<file path="config.mk">
export PLATFORM = sky130hd
export DESIGN_NAME = fetch_ctrl
export DESIGN_NICKNAME = d
export VERILOG_FILES = /design/src/rtl/fetch_ctrl.sv
export SDC_FILE = /design/constraint.sdc
export NUM_CORES = 1
export LEC_CHECK = 0
export CORE_ASPECT_RATIO = 0.9
export CORE_UTILIZATION = 35
export CTS_CLUSTER_SIZE = 12
export DETAILED_ROUTE_END_ITERATION = 12
export PLACE_DENSITY = 0.71
export SLEW_MARGIN = 15
export SYNTH_ARGS = -nofsm -noshare
export SYNTH_HDL_FRONTEND = slang
export SYNTH_SLANG_ARGS = --single-unit
</file>
<file path="constraint.sdc">
create_clock -name clock -period 4.99 [get_ports clock]
set_input_delay 0.7485 -clock clock [delete_from_list [all_inputs] [get_ports clock]]
set_output_delay 0.7485 -clock clock [all_outputs]
set_load 0.01 [all_outputs]
</file>
<file path="src/rtl/fetch_ctrl.sv">
// Instruction-fetch sequencer: owns the PC, runs the imem req/ack
// handshake and hands fetched words to decode.
module fetch_ctrl #(
  parameter int ADDR_W = 32,
  parameter logic [ADDR_W-1:0] RESET_VEC = '0
) (
  input  logic              clock,
  input  logic              nreset,
  input  logic              stall,
  input  logic              redirect_valid,
  input  logic [ADDR_W-1:0] redirect_target,
  output logic              imem_req,
  output logic [ADDR_W-1:0] imem_addr,
  input  logic              imem_ack,
  input  logic [31:0]       imem_rdata,
  output logic              instr_valid,
  output logic [31:0]       instr,
  output logic [ADDR_W-1:0] instr_pc,
  output logic [ADDR_W-1:0] pc,
  output logic              addr_err
);

  typedef enum logic [1:0] {
    BOOT,
    REQ,
    VALID,
    FLUSH
  } state_t;

  state_t state, state_n;

  logic [ADDR_W-1:0] pc_n;
  logic [ADDR_W-1:0] addr_n;
  logic [ADDR_W-1:0] instr_pc_n;
  logic [31:0]       instr_n;
  logic              valid_n;
  logic              err_n;
  logic [ADDR_W-1:0] tgt;

  assign tgt = {redirect_target[ADDR_W-1:2], 2'b00};

  assign imem_req = (state == REQ) || (state == FLUSH);

  always_ff @(posedge clock) begin
    if (!nreset) begin
      state       <= BOOT;
      pc          <= RESET_VEC;
      imem_addr   <= '0;
      instr_valid <= 1'b0;
      instr       <= '0;
      instr_pc    <= '0;
      addr_err    <= 1'b0;
    end else begin
      state       <= state_n;
      pc          <= pc_n;
      imem_addr   <= addr_n;
      instr_valid <= valid_n;
      instr       <= instr_n;
      instr_pc    <= instr_pc_n;
      addr_err    <= err_n;
    end
  end

  always_comb begin
    state_n    = state;
    pc_n       = pc;
    addr_n     = imem_addr;
    valid_n    = instr_valid;
    instr_n    = instr;
    instr_pc_n = instr_pc;
    err_n      = redirect_valid && (redirect_target[1:0] != 2'b00);
    unique case (state)
      BOOT: begin
        state_n = REQ;
        if (redirect_valid) begin
          pc_n   = tgt;
          addr_n = tgt;
        end else begin
          addr_n = pc;
        end
      end
      REQ: begin
        if (redirect_valid) begin
          pc_n = tgt;
          if (imem_ack) begin
            addr_n = tgt;
          end else begin
            state_n = FLUSH;
          end
        end else if (imem_ack) begin
          instr_n    = imem_rdata;
          instr_pc_n = imem_addr;
          valid_n    = 1'b1;
          pc_n       = pc + ADDR_W'(4);
          state_n    = VALID;
        end
      end
      VALID: begin
        if (redirect_valid) begin
          valid_n = 1'b0;
          pc_n    = tgt;
          addr_n  = tgt;
          state_n = REQ;
        end else if (!stall) begin
          valid_n = 1'b0;
          addr_n  = pc;
          state_n = REQ;
        end
      end
      FLUSH: begin
        // Old request must still complete; its data is dropped.
        if (redirect_valid) begin
          pc_n = tgt;
        end
        if (imem_ack) begin
          addr_n  = redirect_valid ? tgt : pc;
          state_n = REQ;
        end
      end
      default: state_n = BOOT;
    endcase
  end

endmodule

</file>
# Word-level counts from Yosys, hierarchy flattened
# Index checks and enable logic that the tools add are counted.
dict set report op_classes {
  add_sub_neg 1
  n_reduce_logical 10
  n_bitwise 1
  muxes 22
  n_eq_ne 10
}
# operator count
set op_table {}
lappend op_table {{2-to-1 mux 32 bit} 8}
lappend op_table {{case mux 32 bit (4 select lines)} 1}
lappend op_table {{case mux 32 bit (2 select lines)} 1}
lappend op_table {{adder 32 x 3 -> 32 bit, second input constant} 1}
lappend op_table {{2-to-1 mux 2 bit} 6}
lappend op_table {{AND reduction 4 bit} 3}
lappend op_table {{!= test 3 bit, second input constant} 3}
lappend op_table {{!= test 2 bit, second input constant} 4}
lappend op_table {{case mux 2 bit (4 select lines)} 1}
lappend op_table {{equality test 2 bit, second input constant} 2}
lappend op_table {{2-to-1 mux 1 bit} 4}
lappend op_table {{nonzero test 2 bit} 2}
lappend op_table {{AND reduction 3 bit} 1}
lappend op_table {{OR reduction 3 bit} 1}
lappend op_table {{equality test 2 x 1 -> 1 bit, second input constant} 1}
lappend op_table {{logical NOT 2 bit} 1}
lappend op_table {{case mux 1 bit (2 select lines)} 1}
lappend op_table {{logical AND 1 bit} 1}
lappend op_table {{logical OR 1 bit} 1}
lappend op_table {{inverter 1 bit} 1}
dict set report totals {
  input_bits 69
  register_bits 132
}

# Longest topological paths before layout
# Gate-level depths: netlist (run 1).
dict set report logic_depth {
  ltp_word 4
  depth_mapped 8
}

# Least setup slack after synthesis (run 1)
# No wires, ideal clock.
dict set report synth_timing {
  path_kind {input port to flip-flop}
  start {input redirect_valid}
  end {register imem_addr[10]}
  stages 7
  setup_slack_ps 3124
  n_path_buf 2
  arrival_ps 1750
  cell_sequence {buf_2 > nand2b_1 > nor2_1 > a21oi_2 > buf_2 > nand3_1 > o211a_1}
}
dict set report synth_between {
  elab_chain_cells 3
  word_cells_on_any_way 7
  cone_classes {2 x eq/ne; 4 x mux; 1 x reduce/logical}
}
# element line
set synth_lines {}
lappend synth_lines {{start, declared} 10} ;# input logic redirect_valid,
lappend synth_lines {{2-to-1 mux 32 bit} n/a}
lappend synth_lines {{2-to-1 mux 32 bit} 115} ;# if (imem_ack) begin
lappend synth_lines {{case mux 32 bit (4 select lines)} 72} ;# unique case (state)
lappend synth_lines {{end signal, assigned} 56} ;# imem_addr <= addr_n;
lappend synth_lines {{end, declared} 13} ;# output logic [ADDR_W-1:0] imem_addr,
# Parallel ways exist; a longest one is shown, timed or not. The select of a mux whose other input is x is not followed.
# A chain may end at the register's enable or synchronous reset.

# Final worst setup path (run 1)
dict set report layout_timing {
  start {input imem_ack}
  end {register imem_addr[5]}
}
dict set report layout_between {
  elab_chain_cells 2
  word_cells_on_any_way 3
  cone_classes {2 x eq/ne; 1 x reduce/logical}
}
# element line
set layout_lines {}
lappend layout_lines {{start, declared} 14} ;# input logic imem_ack,
lappend layout_lines {{!= test 2 bit (no source line)} n/a}
lappend layout_lines {{AND reduction 4 bit (no source line) (*)} n/a}
# Every way passes the cells marked *; elsewhere a longest branch is shown, timed or not.

==> summary.txt, run 1 <==
Floorplan
  • Area enclosed by the die boundary: 0.0179 mm2
  • Chip height: 127 um
  • Starting Density: 35.8%
  • # IOs: 200
  • Number of placement rows: 45
  • Width of the die: 141 um
  • Floorplan Core Area: about 0.017 mm2

Timing
  • Actual transition at the worst max-transition pin: 915 ps
  • Final critical-path share of the clock period: between 50% and 60%
  • Hold violation count in the final report: 0
  • Minimum clock period: 2600 ps
  • Worst clock skew on the final layout: between 5 and 6 ps
  • Slew Limit Headroom: 39.0%
  • Final setup viols: 0
  • Final-layout setup total negative slack: 0 ps
  • Peak Freq: around 380 MHz
  • Final max-slew violation count: 0
  • RSZ-0062 raised after global routing: no

Yosys
  • Distinct cell type count of the synthesized netlist: 52
  • Fraction of synthesis flops using an asynchronous set or reset pin: 0%
  • Post-Syn Area: 0.00607 mm2
  • Yosys synthesis warning count: 0
  • Total of flip-flops plus latches after synthesis: 132
  • Number of instances in the synthesized netlist: 732
  • Basic-gate share of the synthesized area counting and, or, nand and nor cells: 25.0%
  • Top flip-flop cell by instance count after synthesis: dfxtp_1
  • Number of enable-type register cells in the synthesized netlist: 0
  • Xor-xnor portion of the synthesized cell area: 2.74%
  • Mux cell area share after synthesis: 0.515%
  • Post-synthesis net count: 802
  • Largest family of logic cells by synthesized area: simple AND/OR/NAND/NOR gates
  • Share of the synthesized area in compound gates (AO/OA/AOI/OAI): 23.4%
  • Avg Synthesized Cell Area: 8.30 um2
  • Sequential cell area fraction in the yosys report: 43.5%
  • Post-synthesis share of cell area spent on full adders, half adders and majority gates: 0.206%

Critical path
  • Required time of the critical path: 5310 ps
  • Crit path from: imem_ack
  • Capture point of the worst reg-to-reg path: instr_pc[8]
  • Reg2reg path depth: 5
  • Termination of the worst setup path: imem_addr[5]
  • Register-to-register path setup slack: ~2800 ps
  • Worst reg2reg startpoint: state[0]
  • Critical path arrival: 2920 ps
  • Type of destination of the critical path: flop
  • Critical path class: in2reg
  • CP startpoint kind: input pin
  • Maximum fanout encountered on the critical timing path: 64

Finish
  • Layout Utilization: 52.1%
  • Net count reported at finish: about 970
  • Final instance area: 0.00883 mm2
  • Inserted Diodes: 0
  • Ratio of cells with drive above 1 in the final layout: roughly 7.3%
  • Growth of design area from synthesis to finish: 45.4%

Global route
  • Met1 usage: a little over a quarter
  • Overall Global Routing Usage: around a fifth
  • Vias in the first global route: roughly 5.5k
  • Pin count of the biggest net entering global routing: 100
  • Number of antenna violations at the first check in global routing: 0
  • Aggregate global routing overflow: 0
  • Most crowded layer after global routing: met2
  • Met3 track demand over resource: 5.81%
  • Met2 usage in global routing: 35.3%
  • Wire length of the first global-routing pass: 29700 um

Route
  • First-pass detailed-route iteration total: 4
  • Wire length reported by the detailed router: ~19000 um
  • Count of routing violations after the opening detailed-route iteration: between 300 and 400
  • Overall via count from detail_route: between 5k and 6k
  • Routed length per instance: 16.3 um
  • Antenna Violating Nets Remaining: 0
  • Post-DR vias/cell: approximately 5.1
  • Final routed DRC violation total: 0

Clock network
  • Clock transition at path regs: 60 ps
  • TritonCTS clock tree: built
  • Clk buf depth: 2
  • Number of setup buffers added after CTS: 0
  • Clock H-tree levels: 4
  • Clock latency reported for the late side of the worst-skew pair: 420 ps
  • PostCTS Resize Cnt: 0
  • Number of hold buffers added after CTS: 0
  • Root buf cell: clkbuf_16
  • Inserted Clock Buffers: 17
  • Clock Sinks: 132

Hold path
  • Class of the tightest hold or removal check: reg2reg

Place
  • Placement Cell Area: approximately 0.0082 mm2
  • Quantity of I/O buffers inserted on ports: around 200
  • Global placement routability congestion: 0.837
  • HPWL after detailed placement: 12700 um

Pwr
  • Peak supply drop: 0.000246 V
  • Static leakage: between 3 and 4 nW
  • Pwr per Cell Area: 338 mW/mm2

Status
  • Run status: complete, no violations

Run
  • # Max-Cap Violations: 0
## cell type report
cell class	count	area (um2)
inverter	4	15.0
sequential	132	2640
fill	1632	8120
multi-input combinational	535	3170
clock buffer	19	453
tap	235	294
timing repair buffer	207	2040
clock inverter	13	204
## worst min path at each step
stage	start	to	slack (ps)	depth (start not counted)
final	instr_pc[15]	instr_pc[15]	450	2
after global placement	instr_pc[15]	instr_pc[15]	450	2
after global routing	instr[28]	instr[28]	480	2
after CTS	instr_pc[15]	instr_pc[15]	460	2
after floorplan	instr_pc[15]	instr_pc[15]	480	2
after detailed placement	instr_pc[15]	instr_pc[15]	450	2
## per-stage QoR
| stage | cells | hold slack (ps) | power, mW | setup slack [ps] |
|---|---|---|---|---|
| after floorplan | 732 | 479 | 1.38 | 3120 |
| after global placement | 1113 | 445 | 1.61 | 1980 |
| after detailed placement | 1113 | 448 | 1.62 | 1950 |
| after CTS | 1145 | 456 | 3.01 | 2400 |
| after global routing | 1145 | 482 | 3.10 | 2200 |
| final | 1145 | 453 | 2.99 | 2390 |
## metal layers
metal  share of wire, %  vias to the layer above  routed length, um
met3                7.5                       23               1400
met1                 45                     2754               8430
li1                   -                     2887                  -
met4                1.4                        0                255
met5                  0                        -                  0
met2                 46                      232               8630
## cell families after synthesis
group / count (synthesis)
DFF: 132
and+or+nand+nor: 309
adders and majority gates: 1
xor gates and xnor gates: 19
muxes: 3
buffers and inverters: 65
AOI/OAI and AO/OA: 203
## critical path, cell delays in order
cell and delay (ps):
clkdlybuf4s50_1 760, o21ai_0 270, a21oi_4 190, buf_4 520
nand3_1 250, o211a_1 190
## cell usage after synthesis, types with 2 or more instances
library cell | n | area (um2)
a21boi_0 | 63 | 473
a21boi_1 | 3 | 22.5
a21oi_1 | 23 | 115
a22o_1 | 3 | 26.3
and2_1 | 9 | 56.3
and3_1 | 3 | 18.8
and4_4 | 2 | 22.5
buf_2 | 20 | 100
buf_4 | 3 | 22.5
clkbuf_1 | 38 | 143
dfxtp_1 | 132 | 2640
inv_1 | 4 | 15.0
mux2i_1 | 2 | 20.0
nand2_1 | 183 | 687
nand2b_1 | 8 | 50.1
nand3_1 | 46 | 230
nand4_1 | 8 | 50.1
nand4_4 | 3 | 63.8
nor2_1 | 12 | 45.0
nor2b_1 | 3 | 18.8
nor3_1 | 7 | 35.0
nor3_2 | 2 | 20.0
nor4_1 | 6 | 37.5
nor4_2 | 5 | 62.6
nor4_4 | 2 | 42.5
o211a_1 | 33 | 330
o21ai_0 | 60 | 300
o221ai_1 | 7 | 61.3
or2_2 | 2 | 12.5
xnor2_1 | 12 | 105
xor2_1 | 7 | 61.3
## cell usage in the layout, fill, tap and decap left out, drive strengths merged, types with 11 or more instances in the layout
cell type      count
nand2            185
dfxtp            132
nor4              13
clkdlybuf4s50    197
nor2              12
clkbuf            19
a21oi             24
a21boi            66
o21ai             60
nand3             46
xnor2             12
o211a             33
nand4             11
## registers in the layout, indices dropped and copies added, names as in the netlist
register and cells:
instr 32, state 2, instr_valid 1, pc 32
imem_addr 32, instr_pc 32, addr_err 1
## power breakdown
part	switching, mW	internal (mW)
logic	0.195	0.216
registers	0.0717	1.11
clock network	0.481	0.912
Power figures use the tool's default switching activity.
==> run 2: changes to the inputs <==
Clock period 4.99 ns to 2.43 ns, I/O delays scaled along.
==> run 2 against run 1 <==
Register-to-register slack got worse by 2300 ps. Non-clock buffer count up 21. Count of clock-buffer cells in the layout is 3 higher. Final cell count increased by 1.7%. Clock skew up 2.3 ps. Flip-flop and latch count unchanged. Critical path type is now reg2out. Utilization up 0.69 points. First-iteration DRC count fell by 0.25%. Die area stayed put. Sequential power up 110%. Setup slack worse by 2000 ps.
==> summary.txt, run 2 (synthesis gave the netlist of run 1 again) <==
Status
  • Run status: complete, no violations

Critical path
  • Critical path class: reg2out
  • Slowest library cell on the worst path: dfxtp_1
  • Delay of the slowest cell on the worst path: 640 ps
  • Critical path arrival: 1690 ps
  • Type of destination of the critical path: primary output
  • Worst reg2reg startpoint: state[0]
  • CP startpoint kind: flop
  • Register-to-register path setup slack: about 460 ps
  • Critical path buffer and inverter count: 1
  • Critical path's top delay family: flip-flops
  • Crit path from: pc[13]
  • Cell breakdown of the critical path: clkdlybuf4s50_1
  • Maximum fanout encountered on the critical timing path: 8
  • Required time of the critical path: 2070 ps

Finish
  • Top library cells by usage in the layout, fill and taps aside: clkdlybuf4s50_1 (197), nand2_1 (183), dfxtp_1 (132)
  • Growth of design area from synthesis to finish: 47.3%
  • Layout Utilization: a little over half
  • Net count reported at finish: 988
  • Multi-input gate area in the final layout: roughly 0.0032 mm2
  • Storage element area: 0.00264 mm2
  • Fillers: 1599
  • Most frequent standard cell in the layout excluding fill and tap cells: clkdlybuf4s50_1
  • Inserted Diodes: 0
  • Ratio of cells with drive above 1 in the final layout: under 10%
  • Final instance area: 0.00894 mm2

Clock network
  • Clock latency reported for the late side of the worst-skew pair: 420 ps
  • Clock H-tree levels: 4
  • TritonCTS clock tree: built
  • Inserted Clock Buffers: 17
  • Clock Sinks: approximately 130
  • Number of hold buffers added after CTS: 0
  • Number of setup buffers added after CTS: 0
  • PostCTS Resize Cnt: 0
  • Clock transition at path regs: 60 ps
  • Root buf cell: clkbuf_16
  • Clk buf depth: 2

Global route
  • Wire length of the first global-routing pass: between 30000 and 40000 um
  • Vias in the first global route: 5547
  • Number of antenna violations at the first check in global routing: 1
  • Aggregate global routing overflow: 0
  • Overall Global Routing Usage: 21.5%
  • Pin count of the biggest net entering global routing: 63

Route
  • First-pass detailed-route iteration total: 5
  • Overall via count from detail_route: 5893
  • Routed length per instance: 16.2 um
  • Post-DR vias/cell: 5.06
  • Antenna Violating Nets Remaining: 0
  • Count of routing violations after the opening detailed-route iteration: between 300 and 400
  • Final routed DRC violation total: 0
  • Wire length reported by the detailed router: 18900 um

Pwr
  • Static leakage: 3.41 nW
  • Overall Power: 5.85 mW
  • Pwr per Cell Area: 655 mW/mm2
  • Peak supply drop: around 0.00050 V

Place
  • Worst setup timing slack at the placement stage: 200 ps
  • Placement Cell Area: roughly 0.0084 mm2
  • HPWL after detailed placement: 13200 um
  • Quantity of I/O buffers inserted on ports: just under 200
  • Global placement routability congestion: 0.864

Timing
  • Final setup viols: 0
  • Slew Limit Headroom: 65.8%
  • Actual transition at the worst max-transition pin: 512 ps
  • Setup slack after layout: 375 ps
  • Minimum clock period: 2050 ps
  • Final max-slew violation count: 0
  • Hold violation count in the final report: 0
  • RSZ-0062 raised after global routing: no
  • Worst clock skew on the final layout: around 7.6 ps
  • Peak Freq: 487 MHz
  • Final critical-path share of the clock period: 84.6%
  • Final-layout setup total negative slack: 0 ps

Floorplan
  • Floorplan Core Area: 0.0169 mm2
  • Number of placement rows: 45
  • Width of the die: 141 um
  • # IOs: 200
  • Starting Density: a little over a third
  • Chip height: roughly 130 um
  • Area enclosed by the die boundary: 0.0179 mm2

Run
  • # Max-Cap Violations: 0

Hold path
  • Worst min-delay path startpoint: nreset
  • Class of the tightest hold or removal check: in2reg
## run 2: final cells by class
class | instances | area share (%)
clock inverter | 9 | 1.16
clock buffer | 22 | 5.30
sequential | 132 | 29.5
multi-input combinational | 535 | 35.5
tap | 235 | 3.29
timing repair buffer | 228 | 25.0
inverter | 4 | 0.168
## run 2: report_power, final
part	switching, mW	internal [mW]	total [mW]
Combinational	0.423	0.478	0.901
Clock	0.957	1.58	2.54
Sequential	0.133	2.28	2.42
## run 2: final timing paths
| check | endpoint | depth (start not counted) |
|---|---|---|
| setup reg to reg | pc[23] | 5 |
| setup / recovery | pc[13] | 1 |
| hold reg to reg | instr_pc[15] | 2 |
| hold / removal | imem_addr[22] | 2 |
## run 2: metrics by stage
| step | instances | hold slack, ps |
|---|---|---|
| 2_1_floorplan | 732 | 479 |
| 3_3_place_gp | 1134 | 445 |
| 3_5_place_dp | 1134 | 448 |
| 4_1_cts | 1165 | 361 |
| 5_1_grt | 1165 | 380 |
| 6_report | 1165 | 380 |
## run 2: layer usage
metal	up-vias	global-route usage (%)	routed length (um)	part of all wire (%)
li1	2922	-	-	-
met1	2713	27.8	8600	45
met2	226	33.6	8410	44
met3	30	7.10	1590	8.4
met5	-	0	14	0.074
met4	2	7.23	315	1.7
